[src/rtl/dtu_word_pkg.sv]
// Shared types, prefix constants and the sample extraction helper for the
// LiTe-DTU lane-0 word unpacker.
package dtu_word_pkg;

    localparam int WORD_W     = 32;
    localparam int SMP_W      = 13;
    localparam int BL_FIELD_W = 6;

    typedef enum logic [3:0] {
        W_BL5,
        W_BLN,
        W_SIG2,
        W_SIG1,
        W_HDR,
        W_IDLE,
        W_RST,
        W_TRL,
        W_ERR
    } word_type_t;

    typedef enum logic {
        S_IDLE,
        S_UNPACK
    } state_t;

    // Prefix masks and match values, checked in this order (first match wins).
    localparam logic [WORD_W-1:0] MASK_BL5  = 32'hC000_0000;
    localparam logic [WORD_W-1:0] VAL_BL5   = 32'h4000_0000;
    localparam logic [WORD_W-1:0] MASK_BLN  = 32'hC000_0000;
    localparam logic [WORD_W-1:0] VAL_BLN   = 32'h8000_0000;
    localparam logic [WORD_W-1:0] MASK_SIG2 = 32'hFC00_0000;
    localparam logic [WORD_W-1:0] VAL_SIG2  = 32'h2800_0000;
    localparam logic [WORD_W-1:0] MASK_SIG1 = 32'hFE00_0000;
    localparam logic [WORD_W-1:0] VAL_SIG1  = 32'h2C00_0000;
    localparam logic [WORD_W-1:0] MASK_HDR  = 32'hFE00_0000;
    localparam logic [WORD_W-1:0] VAL_HDR   = 32'h2E00_0000;
    localparam logic [WORD_W-1:0] MASK_IDLE = 32'hF000_0000;
    localparam logic [WORD_W-1:0] VAL_IDLE  = 32'hE000_0000;
    localparam logic [WORD_W-1:0] MASK_RST  = 32'hFC00_0000;
    localparam logic [WORD_W-1:0] VAL_RST   = 32'h3400_0000;
    localparam logic [WORD_W-1:0] MASK_TRL  = 32'hF000_0000;
    localparam logic [WORD_W-1:0] VAL_TRL   = 32'hD000_0000;

    // Sample k of a payload word. Only bits [29:0] ever carry payload, so the
    // prefix bits are not passed in.
    function automatic logic [SMP_W-1:0] extract_sample(
        input logic [29:0] w,
        input logic        baseline,
        input logic [2:0]  idx
    );
        logic [BL_FIELD_W-1:0] f;
        logic [SMP_W-1:0]      s;
        case (idx)
            3'd0:    f = w[5:0];
            3'd1:    f = w[11:6];
            3'd2:    f = w[17:12];
            3'd3:    f = w[23:18];
            3'd4:    f = w[29:24];
            default: f = '0;
        endcase
        if (baseline) begin
            s = {{(SMP_W-BL_FIELD_W){1'b0}}, f};
        end else if (idx[0]) begin
            s = {w[25], w[24:13]};
        end else begin
            s = {w[12], w[11:0]};
        end
        return s;
    endfunction

endpackage

[src/rtl/dtu_word_classify.sv]
// Combinational word classifier: prefix decode with first-match priority and
// the number of samples the word carries (0 for non-sample or bad BASELINEN).
module dtu_word_classify
    import dtu_word_pkg::*;
(
    input  logic [WORD_W-1:0] word_data,
    output word_type_t        word_type,
    output logic [2:0]        n_smp
);

    // Priority decode of the word prefix.
    always_comb begin
        word_type = W_ERR;
        n_smp     = 3'd0;
        if ((word_data & MASK_BL5) == VAL_BL5) begin
            word_type = W_BL5;
            n_smp     = 3'd5;
        end else if ((word_data & MASK_BLN) == VAL_BLN) begin
            word_type = W_BLN;
            if ((word_data[26:24] >= 3'd1) && (word_data[26:24] <= 3'd4)) begin
                n_smp = word_data[26:24];
            end
        end else if ((word_data & MASK_SIG2) == VAL_SIG2) begin
            word_type = W_SIG2;
            n_smp     = 3'd2;
        end else if ((word_data & MASK_SIG1) == VAL_SIG1) begin
            word_type = W_SIG1;
            n_smp     = 3'd1;
        end else if ((word_data & MASK_HDR) == VAL_HDR) begin
            word_type = W_HDR;
        end else if ((word_data & MASK_IDLE) == VAL_IDLE) begin
            word_type = W_IDLE;
        end else if ((word_data & MASK_RST) == VAL_RST) begin
            word_type = W_RST;
        end else if ((word_data & MASK_TRL) == VAL_TRL) begin
            word_type = W_TRL;
        end
    end

endmodule

[src/rtl/dtu_word_unpacker.sv]
// LiTe-DTU lane-0 word unpacker: accepts aligned 32-bit words, streams
// baseline/signal samples one per cycle, and tracks frames, errors and
// RESET words.
//
// state    | meaning
// S_IDLE   | no sample pending, word_ready=1
// S_UNPACK | presenting sample idx_q of the latched word
module dtu_word_unpacker
    import dtu_word_pkg::*;
#(
    parameter int CNT_W = 16
) (
    input  logic              clk_160,
    input  logic              rst,
    input  logic              word_valid,
    output logic              word_ready,
    input  logic [WORD_W-1:0] word_data,
    input  logic              calib_busy,
    input  logic              test_enable,
    output logic              smp_valid,
    input  logic              smp_ready,
    output logic [SMP_W-1:0]  smp_data,
    output logic              smp_baseline,
    output logic [CNT_W-1:0]  frame_cnt,
    output logic [CNT_W-1:0]  err_cnt,
    output logic              dtu_reset_seen
);

    word_type_t        word_type;
    logic [2:0]        n_smp;

    state_t            state_q, state_d;
    logic [29:0]       word_q, word_d;
    logic [2:0]        idx_q, idx_d;
    logic [2:0]        last_q, last_d;
    logic              smp_valid_q, smp_valid_d;
    logic [SMP_W-1:0]  smp_data_q, smp_data_d;
    logic              smp_baseline_q, smp_baseline_d;
    logic [CNT_W-1:0]  frame_cnt_q, frame_cnt_d;
    logic [CNT_W-1:0]  err_cnt_q, err_cnt_d;
    logic              in_frame_q, in_frame_d;
    logic              rst_seen_q, rst_seen_d;

    logic              hs;
    logic              last_smp;
    logic              accept;
    logic              decode;
    logic              load;
    logic              is_bl;
    logic              frame_inc;
    logic              err_inc;

    dtu_word_classify u_classify (
        .word_data (word_data),
        .word_type (word_type),
        .n_smp     (n_smp)
    );

    // Handshake decode; a new word is taken in IDLE or alongside the last sample.
    always_comb begin
        hs         = smp_valid_q & smp_ready;
        last_smp   = (idx_q == last_q);
        word_ready = ~rst & ((state_q == S_IDLE) | (hs & last_smp));
        accept     = word_valid & word_ready;
        decode     = accept & ~calib_busy & ~test_enable;
        load       = decode & (n_smp != 3'd0);
        is_bl      = (word_type == W_BL5) | (word_type == W_BLN);
    end

    // Next-state and registered sample outputs.
    always_comb begin
        state_d        = state_q;
        word_d         = word_q;
        idx_d          = idx_q;
        last_d         = last_q;
        smp_valid_d    = smp_valid_q;
        smp_data_d     = smp_data_q;
        smp_baseline_d = smp_baseline_q;
        case (state_q)
            S_IDLE: begin
                if (load) begin
                    state_d        = S_UNPACK;
                    word_d         = word_data[29:0];
                    idx_d          = 3'd0;
                    last_d         = n_smp - 3'd1;
                    smp_valid_d    = 1'b1;
                    smp_data_d     = extract_sample(word_data[29:0], is_bl, 3'd0);
                    smp_baseline_d = is_bl;
                end
            end
            S_UNPACK: begin
                if (hs) begin
                    if (!last_smp) begin
                        idx_d      = idx_q + 3'd1;
                        smp_data_d = extract_sample(word_q, smp_baseline_q, idx_q + 3'd1);
                    end else if (load) begin
                        word_d         = word_data[29:0];
                        idx_d          = 3'd0;
                        last_d         = n_smp - 3'd1;
                        smp_data_d     = extract_sample(word_data[29:0], is_bl, 3'd0);
                        smp_baseline_d = is_bl;
                    end else begin
                        state_d     = S_IDLE;
                        smp_valid_d = 1'b0;
                    end
                end
            end
            default: begin
                state_d     = S_IDLE;
                smp_valid_d = 1'b0;
            end
        endcase
    end

    // Frame tracking, saturating counters and the RESET-word pulse.
    always_comb begin
        frame_inc  = decode & (word_type == W_TRL) & in_frame_q;
        err_inc    = decode & ((word_type == W_ERR)
                             | ((word_type == W_BLN) & (n_smp == 3'd0))
                             | ((word_type == W_HDR) & in_frame_q)
                             | ((word_type == W_TRL) & ~in_frame_q));
        in_frame_d = in_frame_q;
        if (decode) begin
            if (word_type == W_HDR) begin
                in_frame_d = 1'b1;
            end else if ((word_type == W_RST) || (word_type == W_TRL)) begin
                in_frame_d = 1'b0;
            end
        end
        rst_seen_d  = decode & (word_type == W_RST);
        frame_cnt_d = frame_cnt_q;
        if (frame_inc && (frame_cnt_q != {CNT_W{1'b1}})) begin
            frame_cnt_d = frame_cnt_q + 1'b1;
        end
        err_cnt_d = err_cnt_q;
        if (err_inc && (err_cnt_q != {CNT_W{1'b1}})) begin
            err_cnt_d = err_cnt_q + 1'b1;
        end
    end

    // State and output registers with synchronous reset.
    always_ff @(posedge clk_160) begin
        if (rst) begin
            state_q        <= S_IDLE;
            word_q         <= '0;
            idx_q          <= '0;
            last_q         <= '0;
            smp_valid_q    <= 1'b0;
            smp_data_q     <= '0;
            smp_baseline_q <= 1'b0;
            frame_cnt_q    <= '0;
            err_cnt_q      <= '0;
            in_frame_q     <= 1'b0;
            rst_seen_q     <= 1'b0;
        end else begin
            state_q        <= state_d;
            word_q         <= word_d;
            idx_q          <= idx_d;
            last_q         <= last_d;
            smp_valid_q    <= smp_valid_d;
            smp_data_q     <= smp_data_d;
            smp_baseline_q <= smp_baseline_d;
            frame_cnt_q    <= frame_cnt_d;
            err_cnt_q      <= err_cnt_d;
            in_frame_q     <= in_frame_d;
            rst_seen_q     <= rst_seen_d;
        end
    end

    assign smp_valid      = smp_valid_q;
    assign smp_data       = smp_data_q;
    assign smp_baseline   = smp_baseline_q;
    assign frame_cnt      = frame_cnt_q;
    assign err_cnt        = err_cnt_q;
    assign dtu_reset_seen = rst_seen_q;

endmodule

[config.mk]
export PLATFORM = sky130hd
export DESIGN_NAME = dtu_word_unpacker
export DESIGN_NICKNAME = d
export VERILOG_FILES = /design/src/rtl/dtu_word_pkg.sv /design/src/rtl/dtu_word_classify.sv /design/src/rtl/dtu_word_unpacker.sv
export SDC_FILE = /design/constraint.sdc
export NUM_CORES = 1
export LEC_CHECK = 0
export BUFFER_PORTS_ARGS = -buffer_cell sky130_fd_sc_hd__buf_2
export CORE_MARGIN = 4
export CORE_UTILIZATION = 40
export CTS_CLUSTER_SIZE = 10
export DETAILED_ROUTE_END_ITERATION = 10
export SETUP_SLACK_MARGIN = 0.05
export SYNTH_ARGS = -nofsm -noshare
export SYNTH_HDL_FRONTEND = slang
export SYNTH_SLANG_ARGS = --single-unit
[constraint.sdc]
create_clock -name clk_160 -period 2.95 [get_ports clk_160]
set_clock_uncertainty 0.1 [all_clocks]
set_input_delay 0.1475 -clock clk_160 [delete_from_list [all_inputs] [get_ports clk_160]]
set_output_delay 0.1475 -clock clk_160 [all_outputs]
set_load 0.02 [all_outputs]
==> results.py <==
metrics = {
    "run_status": {
        "outcome": "finished, final reports clean",
    },
    "sta": {
        "slew_headroom_pct": 52.5,
        "post-route-period-util_pct": 95.8,
        "hold_viol": 0,
        "fin_crit_ns": 2.83,
        "setup_viol": 0,
        "finalSetupTns_ns": 0,
        "max_freq_mhz": 354,
        "slew_viol_final": 0,
        "whs_ns": 0.0406,
        "worst_pin_slew_ns": 0.711,
        "fin_ws_ns": 0.125,
    },
    "placement": {
        "place_congestion": 0.868,
        "numPortBuffers": 86,
        "preCtsSetupSlack_ns": 0.130,
        "post-dp-hpwl_um": 8490,
    },
    "flow_run": {
        "maxCapViolCount": 0,
    },
    "yosys": {
        "seq_area_frac_synth_pct": 40.2,
        "syn_area_mm2": 0.00428,
        "synth_flop_cell": "dfxtp_1",
        "synthXorXnorAreaFrac_pct": 2.66,
        "synth.largest_area_cell": "dfxtp_1",
        "yosysMostFrequentCell": "dfxtp_1",
        "post_synth_fa_ha_maj_area_fraction_pct": 2.92,
        "ys_top_cells_by_count": "dfxtp_1 (86), nand2_1 (67), a21oi_1 (57), nor2_1 (40), clkbuf_1 (24)",
        "yosys.area_share.simple_pct": 23.1,
        "synth_top_area_share_pct": 40.2,
        "synth_edf_count": 0,
        "synth_cells": 520,
        "ys_warn_count": 0,
        "syn_nets": 568,
        "synthMuxAreaShare_pct": 4.29,
        "ys_ff_latch": 86,
        "synth_top_family_by_area": "simple AND/OR/NAND/NOR gates",
        "synthArstFlopShare_pct": 0,
        "syn_area_per_cell_um2": 8.24,
        "yosysUniqueCellTypes": 61,
        "synth_compound_area_share_pct": 22.9,
        "ys_top_cells_by_area": "dfxtp_1 (40%), a21oi_1 (6.7%), nand2_1 (5.9%)",
    },
    "cells_and_area": {
        "syn2layout_area_growth_pct": 28.2,
        "diodes": 0,
        "drive_above_1_share_pct": 20.4,
        "nets": 679,
    },
    "cts": {
        "cts.path.max_buffers": 2,
        "cts.clk_slew.worst_paths_ns": 0.08,
        "worstSkewPairLatency_ns": 0.37,
        "numClockSinks": 86,
        "cts_tree": "built",
        "cts_inserted_buffers": 9,
        "cts-root-buf": "clkbuf_8",
        "post-cts-setup-buffers": 0,
        "htree_levels": 3,
    },
    "pwr": {
        "leakagePower_nw": 2.05,
        "power_density_mw_per_mm2": 432,
        "peakVddDrop_v": 0.000262,
    },
    "grt": {
        "grt_pass1_wl_um": 19600,
        "grt_pass1_vias": 4040,
        "grt_max_degree": 55,
        "grt_antenna_before_repair": 0,
        "grtUsageTotal_pct": 19.2,
        "overflow": 0,
    },
    "min_path": {
        "hp-class": "input port to register",
    },
    "critical_path": {
        "crit_required_ns": 3.11,
        "path_cells": "dlygate4sd3_1, buf_2, nand4bb_1, nor3_2, a311oi_2, ha_1, ha_1, mux2i_1, nor2b_2, a2111oi_4, buf_12, nor4_1, mux2_2",
        "crit_type": "input port to register",
        "path_max_fanout": 30,
        "slowest_delay_ns": 0.51,
        "critPathLaunchType": "input port",
        "cpMostUsedCell": "ha_1",
        "worst-r2r-setup-slack_ns": 0.33,
        "endpoint_kind": "register",
        "cp.arrival_ns": 2.99,
        "r2r_end": "frame_cnt[11]$_SDFFE_PP0P_",
        "slowest_stage": "dlygate4sd3_1",
        "r2r-start": "idx_q[0]$_SDFFE_PP0N_",
        "startpoint": "word_data[29]",
        "reg2reg_depth": 7,
        "crit_end": "err_cnt[8]$_SDFFE_PP0P_",
    },
    "floorplan": {
        "die_w_um": 111,
        "start_util_pct": 41.3,
        "io_pins": 87,
        "core_area_mm2": 0.0104,
        "chipHeight_um": 111,
        "rows": 37,
        "design.die.area_mm2": 0.0124,
    },
    "routing": {
        "drc": 0,
        "routedWlPerCell_um": 15.7,
        "drt-initial-drc-count": 281,
        "num_vias": 4285,
        "ant_nets": 0,
        "via_per_inst": 5.55,
        "firstDrtPassIters": 4,
        "drt_wl_total_um": 12100,
    },
}
worst min path at each step:
stage	cells past startpoint	from	slack [ns]	end
finish	4	smp_ready	0.04	smp_valid$_SDFFE_PP0P_
global route	4	smp_ready	0.07	smp_valid$_SDFFE_PP0P_
CTS	4	smp_ready	0.02	smp_valid$_SDFFE_PP0P_
detailed placement	3	word_data[12]	0.27	word_q[12]$_SDFFE_PP0P_
global placement	3	word_data[12]	0.28	word_q[12]$_SDFFE_PP0P_
floorplan	2	word_data[12]	0.16	word_q[12]$_SDFFE_PP0P_
registers in the layout, summed over array words and instances (netlist names), 3 cells and up:
register	count
last_q	3
smp_data	13
word_q	30
idx_q	3
frame_cnt	16
err_cnt	16
cell usage in the layout (no fill, tap or decap), drive strengths merged, types with 2 or more instances in the layout:
| cell type | netlist | layout |
|---|---|---|
| nor4b | 2 | 2 |
| or4 | 9 | 9 |
| and2 | 3 | 3 |
| nand4 | 6 | 6 |
| ha | 10 | 10 |
| nor4 | 5 | 5 |
| and3 | 7 | 7 |
| mux2i | 15 | 15 |
| o22ai | 5 | 5 |
| xnor2 | 9 | 9 |
| buf | 7 | 101 |
| o21ai | 21 | 21 |
| or3 | 10 | 10 |
| clkbuf | 24 | 12 |
| a21boi | 3 | 3 |
| o41ai | 2 | 2 |
| nand2b | 2 | 2 |
| clkinv | 0 | 2 |
| mux2 | 3 | 3 |
| bufinv | 0 | 2 |
| nor2b | 7 | 7 |
| xor2 | 4 | 4 |
| a311oi | 2 | 2 |
| a211oi | 2 | 2 |
| nand2 | 67 | 67 |
| a22o | 17 | 17 |
| a221oi | 6 | 6 |
| nor2 | 40 | 40 |
| o32ai | 5 | 5 |
| inv | 12 | 12 |
| nor3 | 17 | 17 |
| dfxtp | 86 | 86 |
| nand3 | 18 | 18 |
| dlygate4sd3 | 0 | 30 |
| a221o | 4 | 4 |
| o31ai | 10 | 10 |
| o31a | 2 | 2 |
| a21oi | 57 | 57 |
power by group:
part | internal [mW] | total (mW) | switching (mW) | leakage (nW)
Sequential | 1.17 | 1.18 | 0.0112 | 0.694
Clock | 0.549 | 0.987 | 0.437 | 0.123
Combinational | 0.0901 | 0.203 | 0.113 | 1.23
kinds of logic (layout without fill, tap and decap cells):
group,Yosys count,after routing
compound gates,148,148
xor+xnor,13,13
fa+ha+maj,10,10
buf+inv,43,159
flops,86,86
mux,18,18
simple gates,202,202
stage by stage:
| step | area (µm²) | util (%) | std cells | power (mW) |
|---|---|---|---|---|
| final | 5490 | 53.0 | 772 | 2.37 |
| after global routing | 5490 | 53.0 | 772 | 2.47 |
| after CTS | 5450 | 52.6 | 772 | 2.39 |
| after detailed placement | 4910 | 47.4 | 726 | 1.38 |
| after global placement | 4910 | 47.4 | 726 | 1.37 |
| after floorplan | 4290 | - | 520 | 1.30 |
worst max-delay path, delay by kind of cell:
kind / cells / cell delay [ns]
simple gates: 4 / 0.61
buf+inv: 3 / 0.88
fa+ha+maj: 2 / 0.47
mux: 2 / 0.46
compound gates: 2 / 0.41
timing repair:
| action | CTS | global route |
|---|---|---|
| setup endpoints to repair | 0 | 28 |
| hold buffers | 30 | 0 |
| gates resized for setup | 0 | 7 |
| endpoints found under the hold margin | 40 | 0 |
routing by layer:
layer	track usage, %	up-vias	part of all wire [%]
met5	0	-	0
met4	6.97	0	2.0
met3	4.40	23	4.6
met2	30.4	107	47
met1	25.6	2016	47
li1	-	2139	-
area by class of cell:
cell class,count,area (µm²)
fill,1020,4880
clock buffer,12,165
clock inverter,4,77.6
timing repair buffer,131,868
sequential,86,1720
tap,136,170
multi-input combinational,391,2440
inverter,12,45.0
Note: power is estimated with default switching activity, not from simulation.
